===== src/rtl/axis_up_sched.sv =====
// axis_up_sched: upstream packet scheduler for the AXI-Stream switch.
// Arbitrates user project (0), axilite-axis bridge (1) and logic analyzer (2)
// onto the single IO-serdes output with a registered one-hot grant that is
// held for a whole packet or, for normal grants, up to burst_limit beats.
// Optional feature: define AXIS_SCHED_STARVE_EN to bound how many
// consecutive high-priority grants may pass a waiting normal request.
module axis_up_sched #(
  parameter int              PORTS        = 3,
  parameter logic [PORTS-1:0] HI_MASK     = 3'b101,
  parameter int              BURST_W      = 3,
  parameter int              STARVE_LIMIT = 4
) (
  input  logic               axis_clk,
  input  logic               axi_reset_n,
  input  logic [PORTS-1:0]   req,
  input  logic [PORTS-1:0]   hi_req,
  input  logic               beat,
  input  logic               last,
  input  logic [BURST_W-1:0] burst_limit,
  output logic [PORTS-1:0]   grant,
  output logic [1:0]         grant_id,
  output logic               grant_hi,
  output logic               busy
);

  localparam logic ST_IDLE  = 1'b0;
  localparam logic ST_GRANT = 1'b1;

  logic               state;
  logic [1:0]         last_id;
  logic [BURST_W-1:0] beat_cnt;

  logic [PORTS-1:0]   hi_set;
  logic [PORTS-1:0]   hi_eff;
  logic [PORTS-1:0]   rr_pool;
  logic               pick_valid;
  logic               pick_hi;
  logic [1:0]         pick_id;
  int                 rr_idx;
  logic               burst_end;
  logic               release_now;

  assign hi_set = req & hi_req & HI_MASK;
  assign busy   = (state == ST_GRANT);

`ifdef AXIS_SCHED_STARVE_EN
  localparam int SW = $clog2(STARVE_LIMIT + 1);

  logic [SW-1:0] starve_cnt;
  logic          starving;

  // Once the guard trips, high priority is ignored and the round-robin pool is
  // narrowed to the sources that were actually waiting behind it.
  always_comb begin
    starving = (starve_cnt == SW'(STARVE_LIMIT));
    hi_eff   = hi_set;
    rr_pool  = req;
    if (starving) begin
      hi_eff = '0;
      if ((req & ~hi_set) != '0) rr_pool = req & ~hi_set;
    end
  end
`else
  // Without the guard high priority always wins.
  always_comb begin
    hi_eff  = hi_set;
    rr_pool = req;
  end
`endif

  // Pick the next owner: lowest eligible hi index, else round-robin after last_id.
  always_comb begin
    pick_valid = 1'b0;
    pick_hi    = 1'b0;
    pick_id    = 2'd0;
    rr_idx     = 0;
    if (hi_eff != '0) begin
      pick_valid = 1'b1;
      pick_hi    = 1'b1;
      for (int i = PORTS - 1; i >= 0; i--) begin
        if (hi_eff[i]) pick_id = 2'(i);
      end
    end else if (rr_pool != '0) begin
      pick_valid = 1'b1;
      for (int k = PORTS; k >= 1; k--) begin
        rr_idx = (int'(last_id) + k) % PORTS;
        if (rr_pool[rr_idx]) pick_id = 2'(rr_idx);
      end
    end
  end

  // Release on packet end, or on the last beat of a burst for normal grants.
  always_comb begin
    burst_end   = !grant_hi && (burst_limit != '0) &&
                  (beat_cnt == (burst_limit - BURST_W'(1)));
    release_now = beat && (last || burst_end);
  end

  // Grant state machine; arbitration happens only while idle.
  always_ff @(posedge axis_clk) begin
    if (!axi_reset_n) begin
      state    <= ST_IDLE;
      grant    <= '0;
      grant_id <= 2'd0;
      grant_hi <= 1'b0;
      last_id  <= 2'(PORTS - 1);
      beat_cnt <= '0;
    end else begin
      case (state)
        ST_IDLE: begin
          if (pick_valid) begin
            state    <= ST_GRANT;
            grant    <= PORTS'(1) << pick_id;
            grant_id <= pick_id;
            grant_hi <= pick_hi;
            beat_cnt <= '0;
            if (!pick_hi) last_id <= pick_id;
          end
        end
        default: begin
          if (release_now) begin
            state    <= ST_IDLE;
            grant    <= '0;
            grant_id <= 2'd0;
            grant_hi <= 1'b0;
          end else if (beat && (beat_cnt != '1)) begin
            beat_cnt <= beat_cnt + BURST_W'(1);
          end
        end
      endcase
    end
  end

`ifdef AXIS_SCHED_STARVE_EN
  // Count hi grants that bypass a waiting normal source; any normal grant clears.
  always_ff @(posedge axis_clk) begin
    if (!axi_reset_n) begin
      starve_cnt <= '0;
    end else if ((state == ST_IDLE) && pick_valid) begin
      if (!pick_hi) begin
        starve_cnt <= '0;
      end else if (((req & ~hi_set) != '0) && !starving) begin
        starve_cnt <= starve_cnt + SW'(1);
      end
    end
  end
`endif

endmodule


===== config.mk =====
export PLATFORM = sky130hd
export DESIGN_NAME = axis_up_sched
export DESIGN_NICKNAME = d
export VERILOG_FILES = /design/src/rtl/axis_up_sched.sv
export SDC_FILE = /design/constraint.sdc
export NUM_CORES = 1
export LEC_CHECK = 0
export BUFFER_PORTS_ARGS = -buffer_cell sky130_fd_sc_hd__buf_2
export CAP_MARGIN = 20
export CORE_MARGIN = 2
export CORE_UTILIZATION = 50
export DETAILED_ROUTE_END_ITERATION = 8
export GPL_TIMING_DRIVEN = 0
export PLACE_DENSITY = 0.82
export SKIP_CTS_REPAIR_TIMING = 1
export SYNTH_ARGS = -nofsm -noshare
export SYNTH_HDL_FRONTEND = slang
export SYNTH_SLANG_ARGS = --single-unit

===== constraint.sdc =====
create_clock -name axis_clk -period 2.3 [get_ports axis_clk]
set_input_delay 0.115 -clock axis_clk [delete_from_list [all_inputs] [get_ports axis_clk]]
set_output_delay 0.115 -clock axis_clk [all_outputs]
set_load 0.05 [all_outputs]

# Word level (Yosys, flattened, before mapping)
# Cells that the tools add are included.
totals:
  ff_bits: 12
  in_bits: 13
  out_inout_bits: 7
  elab_cells: 74
classes:
  n_addsub: 5
  n_div: 3
  order_cmp: 3
  eq_ne: 5
  shift: 1
  muxes: 35
  n_bitwise: 3
  reduce_logical: 13
op_table:
  columns: ["cell", "n"]
  rows:
  - ["$lt A32 B4 Y1 const B", 3]
  - ["$mod A32 B3 Y32 const B", 3]
  - ["$mux W3", 7]
  - ["$mux W2", 10]
  - ["$mux W1", 15]
  - ["$reduce_bool A3 Y1", 3]
  - ["$add A2 B2 Y3 const B", 2]
  - ["$bmux W1 S2", 3]
  - ["$reduce_and A3 Y1", 2]
  - ["$logic_and A1 B1 Y1", 4]
  - ["$ne A2 B1 Y1 const B", 2]
  - ["$add A2 B1 Y3 const B", 1]
  - ["$add A3 B1 Y3 const B", 1]
  - ["$and A3 B3 Y3", 1]
  - ["$eq A3 B3 Y1", 1]
  - ["$ne A3 B3 Y1 const B", 1]
  - ["$shl A1 B2 Y3 const A", 1]
  - ["$sub A3 B1 Y3 const B", 1]
  - ["$ne A2 B2 Y1 const B", 1]
  - ["$not A1 Y1", 2]
  - ["$reduce_and A2 Y1", 1]
  - ["$reduce_bool A2 Y1", 1]
  - ["$logic_not A1 Y1", 1]
  - ["$logic_or A1 B1 Y1", 1]

# Longest topological paths before layout
logic_depth:
  ltp_word: 13
  depth_mapped: 9
  ltp_nobuf: 8

# Worst setup path before layout
# No wires, ideal clock.
synth_path:
  kind: "input port to flip-flop"
  start: "input burst_limit[0]"
  end: "register beat_cnt[0]"
  setup_time_ns: 0.115
  t_arrival_ns: 1.778
  required_time_ns: 2.185
  setup_slack_ns: 0.407
  path_stages: 9
  n_path_buf: 1
  cell_sequence: "inv_1 ha_1 ha_1 xor2_1 a41o_1 or3_1 buf_2 and3b_1 o21a_1"
synth_between:
  elab_chain_len: 7
  word_cells_on_any_way: 9
  classes_between: "add/sub (1); eq/ne (2); reduce/logical (6)"
synth_rtl:
  columns: ["item", "line_no", "source"]
  rows:
  - ["start, declared", "19", "input logic [BURST_W-1:0] burst_limit,"]
  - ["$sub A3 B1 Y3 or $reduce_bool A3 Y1 (tied branches)", "95, 94", null]
  - ["$eq A3 B3 Y1 or $logic_and A1 B1 Y1 (tied branches)", "95, 94", null]
  - ["$logic_and A1 B1 Y1 *", "94", "burst_end = !grant_hi && (burst_limit != '0) &&"]
  - ["$logic_or A1 B1 Y1 *", "96", "release_now = beat && (last || burst_end);"]
  - ["$logic_and A1 B1 Y1 *", "96", null]
  - ["$ne A2 B2 Y1 (no source line) *", null, null]
  - ["$reduce_and A3 Y1 (no source line) *", null, null]
  - ["end signal, assigned", "127", "beat_cnt <= beat_cnt + BURST_W'(1);"]
  - ["end, declared", "31", "logic [BURST_W-1:0] beat_cnt;"]
# Every way passes the cells marked *; elsewhere a longest branch is shown, timed or not.
# A chain may end at the register's enable or synchronous reset.

# Worst setup path after layout
layout_path:
  start: "register last_id[0]"
  end: "register grant[0]"
layout_between:
  elab_chain_len: 13
  word_cells_on_any_way: 23
  classes_between: "add/sub (3); div (3); shift (1); mux (16)"
layout_rtl:
  columns: ["item", "line_no", "source"]
  rows:
  - ["start, declared", "30", "logic [1:0] last_id;"]
  - ["start signal, assigned", "106", "last_id <= 2'(PORTS - 1);"]
  - ["start signal, assigned", "117", "if (!pick_hi) last_id <= pick_id;"]
  - ["$add A2 B2 Y3", "86", "rr_idx = (int'(last_id) + k) % PORTS;"]
  - ["$mod A32 B3 Y32", "86", null]
  - ["$bmux W1 S2", "87", "if (rr_pool[rr_idx]) pick_id = 2'(rr_idx);"]
  - ["$mux W1 (implied by the code) (2 in a row)", "87", null]
  - ["$mux W2 (2 in a row)", "87", null]
  - ["$mux W2 *", "87", null]
  - ["$mux W2 *", "83", "end else if (rr_pool != '0) begin"]
  - ["$mux W2 *", "77", "if (hi_eff != '0) begin"]
  - ["$shl A1 B2 Y3 *", "113", "grant <= PORTS'(1) << pick_id;"]
  - ["$mux W3 *", "111", "if (pick_valid) begin"]
  - ["$mux W3 *", "109", "case (state)"]
  - ["end signal, assigned", "113", null]
  - ["end, declared", "20", "output logic [PORTS-1:0] grant,"]
# Every way passes the cells marked *; elsewhere a longest branch is shown, timed or not. The select of a mux whose other input is x is not followed.

==> flow_summary.json <==
{
  "port-buffer-count": 18,
  "hp-class": "in -> reg",
  "cts_max_level": 1,
  "path_cells": "inv_1 > ha_1 > clkbuf_1 > mux2i_1 > nor2_1 > o21ai_0 > a211oi_1 > a31o_2",
  "yosysTopAreaCell": "dfxtp_1",
  "wl_per_cell_um": 11.4,
  "rsz0062_at_grt": "no",
  "area_growth_pct": 18.8,
  "gp_congestion": 0.842,
  "core_mm2": 0.00149,
  "hold_slack_ps": 119,
  "synth_seq_cells": 12,
  "overflow": 0,
  "drt_wl_total_um": 1460,
  "endpoint_kind": "flip-flop",
  "synthCells": 90,
  "cpMaxStageDelayCell": "dfxtp_1",
  "root_buffer": "clkbuf_4",
  "track_usage_pct": 17.1,
  "synth_top_area_share_pct": 30.8,
  "tritoncts": "built",
  "setup_tns_ps": 0,
  "period_needed_ps": 2070,
  "antenna_found_initial": 0,
  "dieArea_mm2": 0.00189,
  "setup-violations-final": 0,
  "drv_slew": 0,
  "path_clk_slew_ps": 70,
  "required_ps": 2460,
  "worst_pin_slew_ps": 522,
  "start_util_pct": 52.4,
  "n_antenna_cell": 0,
  "layout_common_cells": "buf_2, dfxtp_1, nand2_1",
  "syn-mean-instance-area_um2": 8.66,
  "relSlewSlack_pct": 65.0,
  "critPathMaxFanout": 8,
  "yosysUniqueCellTypes": 29,
  "die_h_um": 43.5,
  "grt_first_pass_wirelength_um": 2440,
  "ir_drop_mv": 0.476,
  "p_per_area_mw_per_mm2": 609,
  "max-cap-violations": 0,
  "layout-drive-gt1-share_pct": 22.3,
  "num_vias": 713,
  "finalPower_mw": 0.564,
  "dr.pass1.iters": 4,
  "critical-path-top-delay-family": "compound AO/OA/AOI/OAI gates",
  "final_common_cell": "buf_2",
  "fin_crit_sh_pct": 90.0,
  "max_freq_mhz": 483,
  "utilization_pct": 62.2,
  "cp-start-kind": "flip-flop",
  "dp_hpwl_um": 1210,
  "postRouteAntennaNets": 0,
  "critPathKind": "reg -> reg",
  "ys_warn_count": 0,
  "fin_skew_ps": 3.56,
  "grt_max_degree": 11,
  "r2r_slack_ps": 230,
  "cts.path.max_buffers": 2,
  "synth_seq_area_share_pct": 30.8,
  "clock_latency_ps": 260,
  "grt_pass1_vias": 616,
  "netlist_area_um2": 779,
  "worst-path-buf-inv": 2,
  "synth_nets": 111,
  "status": "finished clean",
  "cpPeakStageDelay_ps": 380,
  "arrival_ps": 2240,
  "clock-sinks": 12,
  "via_per_inst": 5.57,
  "hold_viol": 0,
  "io_pins": 20,
  "cts_buffers": 3,
  "leakage_nw": 0.464,
  "drt_iter0_markers": 11,
  "fp.dieW_um": 43.5,
  "drc": 0,
  "rows": 14,
  "nets": 134,
  "yosys-top-cells-area": "dfxtp_1, ha_1, nor2b_1"
}
worst register-to-register path, cell delays in order, from the launching register on:
cell and delay [ps]:
dfxtp_1 380, inv_1 80, ha_1 270, clkbuf_1 270, mux2i_1 300, nor2_1 90
o21ai_0 250, a211oi_1 120, a31o_2 210
cell usage after synthesis (all sizes together):
cell type	instances
o22ai	1
o311ai	1
o221a	1
buf	1
dfxtp	12
ha	8
a21boi	7
a41o	1
clkbuf	2
o2111a	1
a31o	1
a22oi	2
nor2	5
o21ai	2
nor2b	10
xor2	3
a21oi	1
o21a	2
nand2	11
nor3	1
or3	1
nand3b	1
inv	5
nand3	1
o221ai	1
a31oi	1
mux2i	5
and3b	1
a211oi	1
kinds of logic after synthesis:
kind of cell / synth area share (%)
AND/OR/NAND/NOR: 19.9
AO/OA/AOI/OAI: 22.6
flip-flops: 30.8
buffers and inverters: 4.01
adder cells (fa/ha/maj): 12.8
multiplexers: 6.42
XOR/XNOR: 3.37
layout make-up:
type	count	area (um^2)
Timing Repair Buffer	18	90.1
Buffer	3	12.5
Fill cell	140	563
Multi-Input combinational cell	70	508
Inverter	5	18.8
Tap cell	16	20.0
Clock buffer	4	36.3
Sequential cell	12	240
per-stage QoR:
stage / instance area, um^2 / instances / worst slack, ps
finish: 926 / 128 / 229
global route: 926 / 128 / 14.5
global placement: 890 / 124 / 255
CTS: 926 / 128 / 237
detailed placement: 890 / 124 / 182
floorplan: 779 / 90 / 407
layer usage:
metal / track usage (%) / routed length [um] / up-vias
met5: 0 / 0 / -
met4: 11.5 / 34 / 0
met3: 1.67 / 44 / 4
met2: 26.9 / 692 / 14
met1: 22.1 / 688 / 331
li1: - / - / 364
registers in the layout (all words and copies together), names as in the netlist:
| signal | cells |
|---|---|
| beat_cnt | 3 |
| grant | 3 |
| grant_id | 2 |
| last_id | 2 |
| busy | 1 |
| grant_hi | 1 |
path summary, 6_finish.rpt:
kind | depth (start not counted) | start | endpoint
worst min-delay path | 2 | axi_reset_n | grant[0]
worst max-delay path | 8 | last_id[0] | grant[0]
worst max register to register | 8 | last_id[0] | grant[0]
worst min register to register | 2 | grant_id[1] | grant_id[1]
power by group:
group	switching [mW]	internal (mW)
Combinational	0.107	0.0613
Clock	0.0642	0.0961
Sequential	0.0114	0.223
(Power assumes the default switching activity.)
